$ cat src/rtl/demux_route_ctrl_v.sv
// rtl/demux_route_ctrl_v.sv - FIFO-buffered hold/gap sequencer driving a 1-to-4 one-hot demux; flush port under DEMUX_ROUTE_CTRL_FLUSH_EN
module demux_route_ctrl_v #(
    parameter int FIFO_DEPTH  = 4,
    parameter int HOLD_CYCLES = 2,
    parameter int GAP_CYCLES  = 1
) (
    input  logic                        i_clk,
    input  logic                        i_rst,
    input  logic                        i_valid,
    output logic                        o_ready,
    input  logic                        i_data,
    input  logic [1:0]                  i_dest,
`ifdef DEMUX_ROUTE_CTRL_FLUSH_EN
    input  logic                        i_flush,
`endif
    output logic                        o_a,
    output logic [3:0]                  o_sel_code,
    output logic                        o_busy,
    output logic [$clog2(FIFO_DEPTH):0] o_count
);

    localparam int AW = $clog2(FIFO_DEPTH);
    localparam int HW = $clog2(HOLD_CYCLES + 1);
    localparam int GW = $clog2(GAP_CYCLES + 2);
    localparam logic [AW:0] FULL = (AW + 1)'(FIFO_DEPTH);

    typedef enum logic [1:0] {ST_IDLE, ST_DRIVE, ST_GAP} state_t;

    state_t          state, state_d;
    logic [2:0]      mem [FIFO_DEPTH];
    logic [AW-1:0]   wr_ptr, rd_ptr;
    logic [AW:0]     count;
    logic [HW-1:0]   hold_cnt, hold_d;
    logic [GW-1:0]   gap_cnt, gap_d;
    logic            a_d, busy_d, load, push, pop, flush;
    logic [3:0]      sel_d;
    logic [2:0]      head;

`ifdef DEMUX_ROUTE_CTRL_FLUSH_EN
    assign flush = i_flush;
`else
    assign flush = 1'b0;
`endif

    assign o_ready = (count < FULL);
    assign o_count = count;
    assign push    = i_valid && o_ready && !flush;
    assign pop     = load;
    assign head    = mem[rd_ptr];

    always_comb begin
        state_d = state;
        hold_d  = hold_cnt;
        gap_d   = gap_cnt;
        a_d     = o_a;
        sel_d   = o_sel_code;
        busy_d  = o_busy;
        load    = 1'b0;
        case (state)
            ST_IDLE: begin
                a_d    = 1'b0;
                sel_d  = 4'b0000;
                busy_d = 1'b0;
                if (count != '0) begin
                    load    = 1'b1;
                    state_d = ST_DRIVE;
                end
            end
            ST_DRIVE: begin
                if (hold_cnt != '0) begin
                    hold_d = hold_cnt - HW'(1);
                end else if (GAP_CYCLES > 0) begin
                    a_d     = 1'b0;
                    sel_d   = 4'b0000;
                    gap_d   = GW'(GAP_CYCLES - 1);
                    state_d = ST_GAP;
                end else if (count != '0) begin
                    load = 1'b1;
                end else begin
                    a_d     = 1'b0;
                    sel_d   = 4'b0000;
                    busy_d  = 1'b0;
                    state_d = ST_IDLE;
                end
            end
            ST_GAP: begin
                a_d   = 1'b0;
                sel_d = 4'b0000;
                if (gap_cnt != '0) begin
                    gap_d = gap_cnt - GW'(1);
                end else if (count != '0) begin
                    load    = 1'b1;
                    state_d = ST_DRIVE;
                end else begin
                    busy_d  = 1'b0;
                    state_d = ST_IDLE;
                end
            end
            default: begin
                a_d     = 1'b0;
                sel_d   = 4'b0000;
                busy_d  = 1'b0;
                state_d = ST_IDLE;
            end
        endcase
        // Loading the head item overrides whatever the state branch chose
        if (load) begin
            a_d    = head[2];
            sel_d  = 4'b0001 << head[1:0];
            hold_d = HW'(HOLD_CYCLES - 1);
            busy_d = 1'b1;
        end
    end

    always_ff @(posedge i_clk) begin
        if (push) begin
            mem[wr_ptr] <= {i_data, i_dest};
        end
    end

    always_ff @(posedge i_clk or posedge i_rst) begin
        if (i_rst) begin
            state      <= ST_IDLE;
            wr_ptr     <= '0;
            rd_ptr     <= '0;
            count      <= '0;
            hold_cnt   <= '0;
            gap_cnt    <= '0;
            o_a        <= 1'b0;
            o_sel_code <= 4'b0000;
            o_busy     <= 1'b0;
        end else if (flush) begin
            state      <= ST_IDLE;
            wr_ptr     <= '0;
            rd_ptr     <= '0;
            count      <= '0;
            hold_cnt   <= '0;
            gap_cnt    <= '0;
            o_a        <= 1'b0;
            o_sel_code <= 4'b0000;
            o_busy     <= 1'b0;
        end else begin
            state      <= state_d;
            hold_cnt   <= hold_d;
            gap_cnt    <= gap_d;
            o_a        <= a_d;
            o_sel_code <= sel_d;
            o_busy     <= busy_d;
            if (push) begin
                wr_ptr <= wr_ptr + AW'(1);
            end
            if (pop) begin
                rd_ptr <= rd_ptr + AW'(1);
            end
            if (push && !pop) begin
                count <= count + (AW + 1)'(1);
            end else if (pop && !push) begin
                count <= count - (AW + 1)'(1);
            end
        end
    end

endmodule

$ cat config.mk
export PLATFORM = sky130hd
export DESIGN_NAME = demux_route_ctrl_v
export DESIGN_NICKNAME = d
export VERILOG_FILES = /design/src/rtl/demux_route_ctrl_v.sv
export SDC_FILE = /design/constraint.sdc
export NUM_CORES = 1
export LEC_CHECK = 0
export CAP_MARGIN = 10
export CELL_PAD_IN_SITES_DETAIL_PLACEMENT = 1
export CELL_PAD_IN_SITES_GLOBAL_PLACEMENT = 1
export CORE_ASPECT_RATIO = 1.2
export CORE_MARGIN = 3
export CORE_UTILIZATION = 38
export CTS_BUF_LIST = sky130_fd_sc_hd__clkbuf_16
export CTS_CLUSTER_DIAMETER = 100
export DETAILED_ROUTE_END_ITERATION = 10
export PLACE_DENSITY_LB_ADDON = 0.1
export SYNTH_ARGS = -nofsm -noshare
export SYNTH_HDL_FRONTEND = slang
export SYNTH_SLANG_ARGS = --single-unit
$ cat constraint.sdc
create_clock -name i_clk -period 2.35 [get_ports i_clk]
set_clock_uncertainty 0.1 [all_clocks]
set_input_delay 0.47 -clock i_clk [delete_from_list [all_inputs] [get_ports i_clk]]
set_output_delay 0.47 -clock i_clk [all_outputs]
set_load 0.1 [all_outputs]
==> impl_metrics.py, run 1 <==
metrics = {
    "yosys": {
        "synth_warnings": 0,
        "synthesis.nets": 114,
        "synth_top_area_cell": "dfrtp_1",
        "yosys-top-cells-count": "19 x dfrtp_1, 12 x edfxtp_1, 11 x inv_1",
        "synth-edff-count": 12,
        "ys.flop_type": "dfrtp_1",
        "yosysMostFrequentCell": "dfrtp_1",
        "netlist_top_cells_area": "dfrtp_1 34%, edfxtp_1 26%, ha_1 6.4%, mux4_2 3.3%, inv_1 3.0%",
        "netlist.area_leader.share_pct": 34.5,
        "syn-cell-area_mm2": 0.00138,
        "ys_ff_latch": 31,
        "syn_inst": 100,
        "syn_area_per_cell_um2": 13.8,
        "seq_area_frac_synth_pct": 60.6,
        "ys_types": 30,
        "synth-async-reset-ratio_pct": 61.3,
    },
    "global_route": {
        "gr-usage-met2_pct": 21.5,
        "antenna_found_initial": 0,
        "grt_pass1_vias": 851,
        "met3_usage_pct": 5.87,
        "met1_usage_pct": 14.7,
        "grt_max_degree": 13,
        "globalRoute.busiestLayer": "met2",
        "grt_pass1_wl_mm": 4.08,
        "grt-ovfl-total": 0,
        "grt_usage_pct": 13.4,
    },
    "drt": {
        "drt_iter0_drc": 40,
        "drc": 0,
        "ant_nets": 0,
        "vias": 829,
        "totalWireLength_mm": 2.44,
        "firstDrtPassIters": 3,
        "wl_per_cell_um": 15.1,
        "viasPerCell": 5.12,
    },
    "clock_network": {
        "clockBufferDepth": 2,
        "cts_tree": "built",
        "cts_buffers": 5,
        "cts.repair.resized": 0,
        "hold_buffers": 0,
        "cts.sinks": 31,
        "clk_pin_slew_ps": 50,
        "worstSkewPairLatency_ps": 270,
        "cts-root-buf": "clkbuf_16",
        "postCtsSetupBuffers": 0,
        "cts_max_level": 2,
    },
    "layout": {
        "multi_input_area_um2": 498,
        "area_growth_pct": 27.0,
        "fillers": 348,
        "drive_gt1_share_pct": 25.6,
        "nNetsFinal": 138,
        "diodes": 0,
        "register_area_um2": 847,
    },
    "floorplan": {
        "die_w_um": 61.0,
        "ios": 16,
        "start_util_pct": 40.3,
        "rows": 23,
        "dieArea_mm2": 0.00439,
        "die_h_um": 72.0,
        "core_area_mm2": 0.00342,
    },
    "sta": {
        "hold_viol": 0,
        "slew_headroom_pct": 60.2,
        "tns_ps": 0,
        "rsz0062_at_grt": "no",
        "period_needed_ps": 2190,
        "setup_viol": 0,
        "fmax_ghz": 0.457,
        "drv_slew": 0,
        "fin_crit_sh_pct": 93.1,
        "worst_pin_slew_ps": 595,
    },
    "placement": {
        "portBuffers": 15,
        "routabilityCongestion": 0.742,
        "dp_hpwl_mm": 1.93,
    },
    "flow_run": {
        "cap_viol_max_count": 0,
    },
    "worst_setup_path": {
        "cp.required_ps": 2440,
        "critPathMaxFanout": 4,
        "crit_path_start_kind": "register",
        "setup.worst_path.class": "reg -> reg",
        "critPathArrivalTime_ps": 2280,
        "end_kind": "register",
    },
    "min_path": {
        "hp-class": "in -> async",
    },
    "outcome": {
        "status": "finished, final reports clean",
    },
}
worst max-delay path, cell delays in order (launching register included):
cell     delay (ps)
dfrtp_4         490
nor3_2          290
nor3_2           90
inv_1           110
ha_1            200
inv_1            60
fa_1            370
xor2_1          150
nor2_1          120
xnor2_1         120
cell usage in the layout, fill, tap and decap left out, drive strengths merged:
master          n
xnor2           4
o22ai           1
nor4b           1
clkdlybuf4s50   5
nor2            4
nor2b           3
o21bai          1
inv            11
nor3            2
o31ai           3
clkinv          2
ha              7
xor2            2
nor3b           2
a211oi          2
a32o            2
a21oi           2
fa              1
mux4            3
and2            4
a22o            1
clkbuf          5
dfrtp          19
edfxtp         12
or3b            1
mux2            2
bufinv          1
nand2           6
buf            14
o21ai           2
final timing paths:
check                              start       endpoint  slack, ps  depth (start not counted)
max                           o_count[2]     o_count[2]        160                          9
min                                i_rst       state[0]        350                          2
max reg2reg                   o_count[2]     o_count[2]        160                          9
min reg2reg                o_sel_code[1]  o_sel_code[1]        380                          2
max in group asynchronous          i_rst  o_sel_code[1]       1320                          3
min in group i_clk         o_sel_code[1]  o_sel_code[1]        380                          2
cells by family after synthesis:
kind of cell,synth area share [%]
flip-flops,60.6
AND/OR/NAND/NOR,9.89
AO/OA/AOI/OAI,7.26
buffers and inverters,3.81
adder cells (fa/ha/maj),7.80
XOR/XNOR,3.81
multiplexers,6.81
registers in the layout, summed over array words and instances (netlist names):
name / count
o_sel_code: 4
o_a: 1
rd_ptr: 2
o_count: 3
hold_cnt: 2
wr_ptr: 2
gap_cnt: 2
mem: 12
state: 2
o_busy: 1
metal layers:
| layer | wire [um] | vias up |
|---|---|---|
| met5 | 0 | - |
| met4 | 47 | 0 |
| met3 | 112 | 4 |
| met2 | 1270 | 15 |
| met1 | 1010 | 414 |
| li1 | - | 396 |
per-stage QoR:
step                      setup slack, ps  hold WS (ps)  util, %  cell area, um2  cells
after global placement                108           367     46.3            1590    154
after floorplan                      54.5           321        -            1400    100
after global routing                 26.7           362     51.2            1750    162
after detailed placement             1.62           374     46.3            1590    154
after CTS                            93.0           347     51.1            1750    162
final                                 163           349     51.2            1750    162
cell type report:
cell class,instances,area share [%]
timing repair buffer,19,8.86
clock buffer,5,7.14
sequential,31,48.4
multi-input combinational,56,28.4
inverter,11,2.36
tap,37,2.64
clock inverter,3,2.21
Power of run 1 is left out: the tool's default activity adds up to more than one toggle a clock period on the data nets, which glitch-free logic cannot reach.
==> run 2: changes to the inputs <==
- SLEW_MARGIN: not set -> 15
==> results of run 2 <==
No change in the layout: final DEF, timing and power equal those of run 1.
Power of run 2 is left out for the same reason.
==> run 3: changes to the inputs <==
- CELL_PAD_IN_SITES_DETAIL_PLACEMENT: 1 -> 0
==> run 3 against run 2 <==
Register-to-register slack improved by 20 ps. Cell count did not move. Via count fell by 0.24%. Critical path depth did not move. Utilization rose by 0.073 points. Setup slack improved by 18 ps. Clock-buffer cell count did not move. Wire length fell by 8.5%.
==> impl_metrics.py, run 3 (same netlist as run 1, synthesis figures left out) <==
metrics = {
    "placement": {
        "place_worst_setup_slack_ps": 40.7,
        "portBuffers": 15,
        "routabilityCongestion": 0.742,
        "dpl_cell_area_mm2": 0.00159,
        "dp_hpwl_mm": 1.74,
    },
    "outcome": {
        "status": "finished, final reports clean",
    },
    "global_route": {
        "grt_pass1_vias": 856,
        "met1_usage_pct": 15.7,
        "antenna_found_initial": 0,
        "grt_max_degree": 13,
        "grt-ovfl-total": 0,
        "grt_usage_pct": 12.9,
        "grt_pass1_wl_mm": 3.94,
        "met3_usage_pct": 3.74,
        "gr-usage-met2_pct": 19.7,
        "globalRoute.busiestLayer": "met2",
    },
    "sta": {
        "fin_crit_sh_pct": 92.3,
        "rsz0062_at_grt": "no",
        "slew_headroom_pct": 61.7,
        "drv_slew": 0,
        "tns_ps": 0,
        "hold_viol": 0,
        "worst_slack_ps": 181,
        "worst_pin_slew_ps": 573,
        "fmax_ghz": 0.461,
        "period_needed_ps": 2170,
        "setup_viol": 0,
        "holdWs_ps": 344,
    },
    "worst_setup_path": {
        "critPathMaxFanout": 4,
        "end_kind": "register",
        "cp_slowest_cell": "dfrtp_4",
        "crit_path_max_incr_delay_ps": 490,
        "critPathArrivalTime_ps": 2260,
        "worst-path-buf-inv": 2,
        "worstPathCellList": "nor3_2 > nor3_2 > inv_1 > ha_2 > inv_1 > fa_1 > xor2_1 > nor2_1 > xnor2_1",
        "cpLargestDelayFamily": "adder cells",
        "setup.worst_path.class": "reg -> reg",
        "crit_path_start_kind": "register",
        "cp.required_ps": 2440,
    },
    "clock_network": {
        "postCtsSetupBuffers": 0,
        "cts-root-buf": "clkbuf_16",
        "cts_max_level": 2,
        "cts_tree": "built",
        "worstSkewPairLatency_ps": 270,
        "clk_pin_slew_ps": 50,
        "cts_buffers": 5,
        "clockBufferDepth": 2,
        "cts.sinks": 31,
    },
    "layout": {
        "largest_reg_flops": 12,
        "drive_gt1_share_pct": 26.4,
        "nNetsFinal": 138,
        "diodes": 0,
        "layout_commonest_cell": "dfrtp_1",
        "most-common-layout-cells": "16 x dfrtp_1, 14 x buf_4, 12 x edfxtp_1, 11 x inv_1, 6 x nand2_1",
        "top_register": "mem",
        "area_growth_pct": 27.2,
        "final_area_mm2": 0.00175,
    },
    "floorplan": {
        "rows": 23,
        "die_w_um": 61.0,
        "dieArea_mm2": 0.00439,
        "ios": 16,
        "die_h_um": 72.0,
        "core_area_mm2": 0.00342,
        "start_util_pct": 40.3,
    },
    "drt": {
        "firstDrtPassIters": 4,
        "ant_nets": 0,
        "drt_iter0_drc": 31,
        "viasPerCell": 5.10,
        "wl_per_cell_um": 13.8,
        "totalWireLength_mm": 2.23,
        "drc": 0,
        "vias": 827,
    },
    "flow_run": {
        "cap_viol_max_count": 0,
    },
    "min_path": {
        "hp-class": "in -> async",
    },
}
-- run 3: cell count changes in the layout (fill, tap and decap cells not counted) --
cell / change
ha_1: -1
ha_2: +1
-- run 3: layout make-up --
cell class / instances / area [um2]
Fill cell: 312 / 1670
Tap cell: 37 / 46.3
Clock inverter: 3 / 38.8
Clock buffer: 5 / 125
Inverter: 11 / 41.3
Multi-Input combinational cell: 56 / 500
Timing Repair Buffer: 19 / 155
Sequential cell: 31 / 847
-- run 3: final timing paths --
kind,from,depth (start not counted),to,slack (ps)
setup / recovery,o_count[2],9,o_count[2],180
hold / removal,i_rst,2,o_count[2],340
hold reg to reg,o_sel_code[0],2,o_sel_code[0],380
setup reg to reg,o_count[2],9,o_count[2],180
max in group asynchronous,i_rst,3,o_sel_code[0],1340
min in group i_clk,o_sel_code[0],2,o_sel_code[0],380
-- run 3: per-layer routing --
metal  vias up  share of wire, %
met3         4               4.0
met5         -                 0
met4         0               2.5
met1       402                43
li1        403                 -
met2        18                51
-- run 3: metrics by stage --
step / std cells / util (%)
after detailed placement: 154 / 46.3
after global routing: 162 / 51.2
after global placement: 154 / 46.3
after floorplan: 100 / -
after CTS: 162 / 51.1
final: 162 / 51.2
-- run 3: worst reg2reg max path: stages (launching register included) --
cell and delay (ps):
dfrtp_4 490, nor3_2 280, nor3_2 80, inv_1 110
ha_2 200, inv_1 50, fa_1 370, xor2_1 150
nor2_1 120, xnor2_1 130
-- run 3: what timing repair did --
item                                    4_1_cts  5_1_grt
resized for setup                             0        2
hold buffers                                  0        0
endpoints found under the setup margin        0        1
Power of run 3 is left out for the same reason.
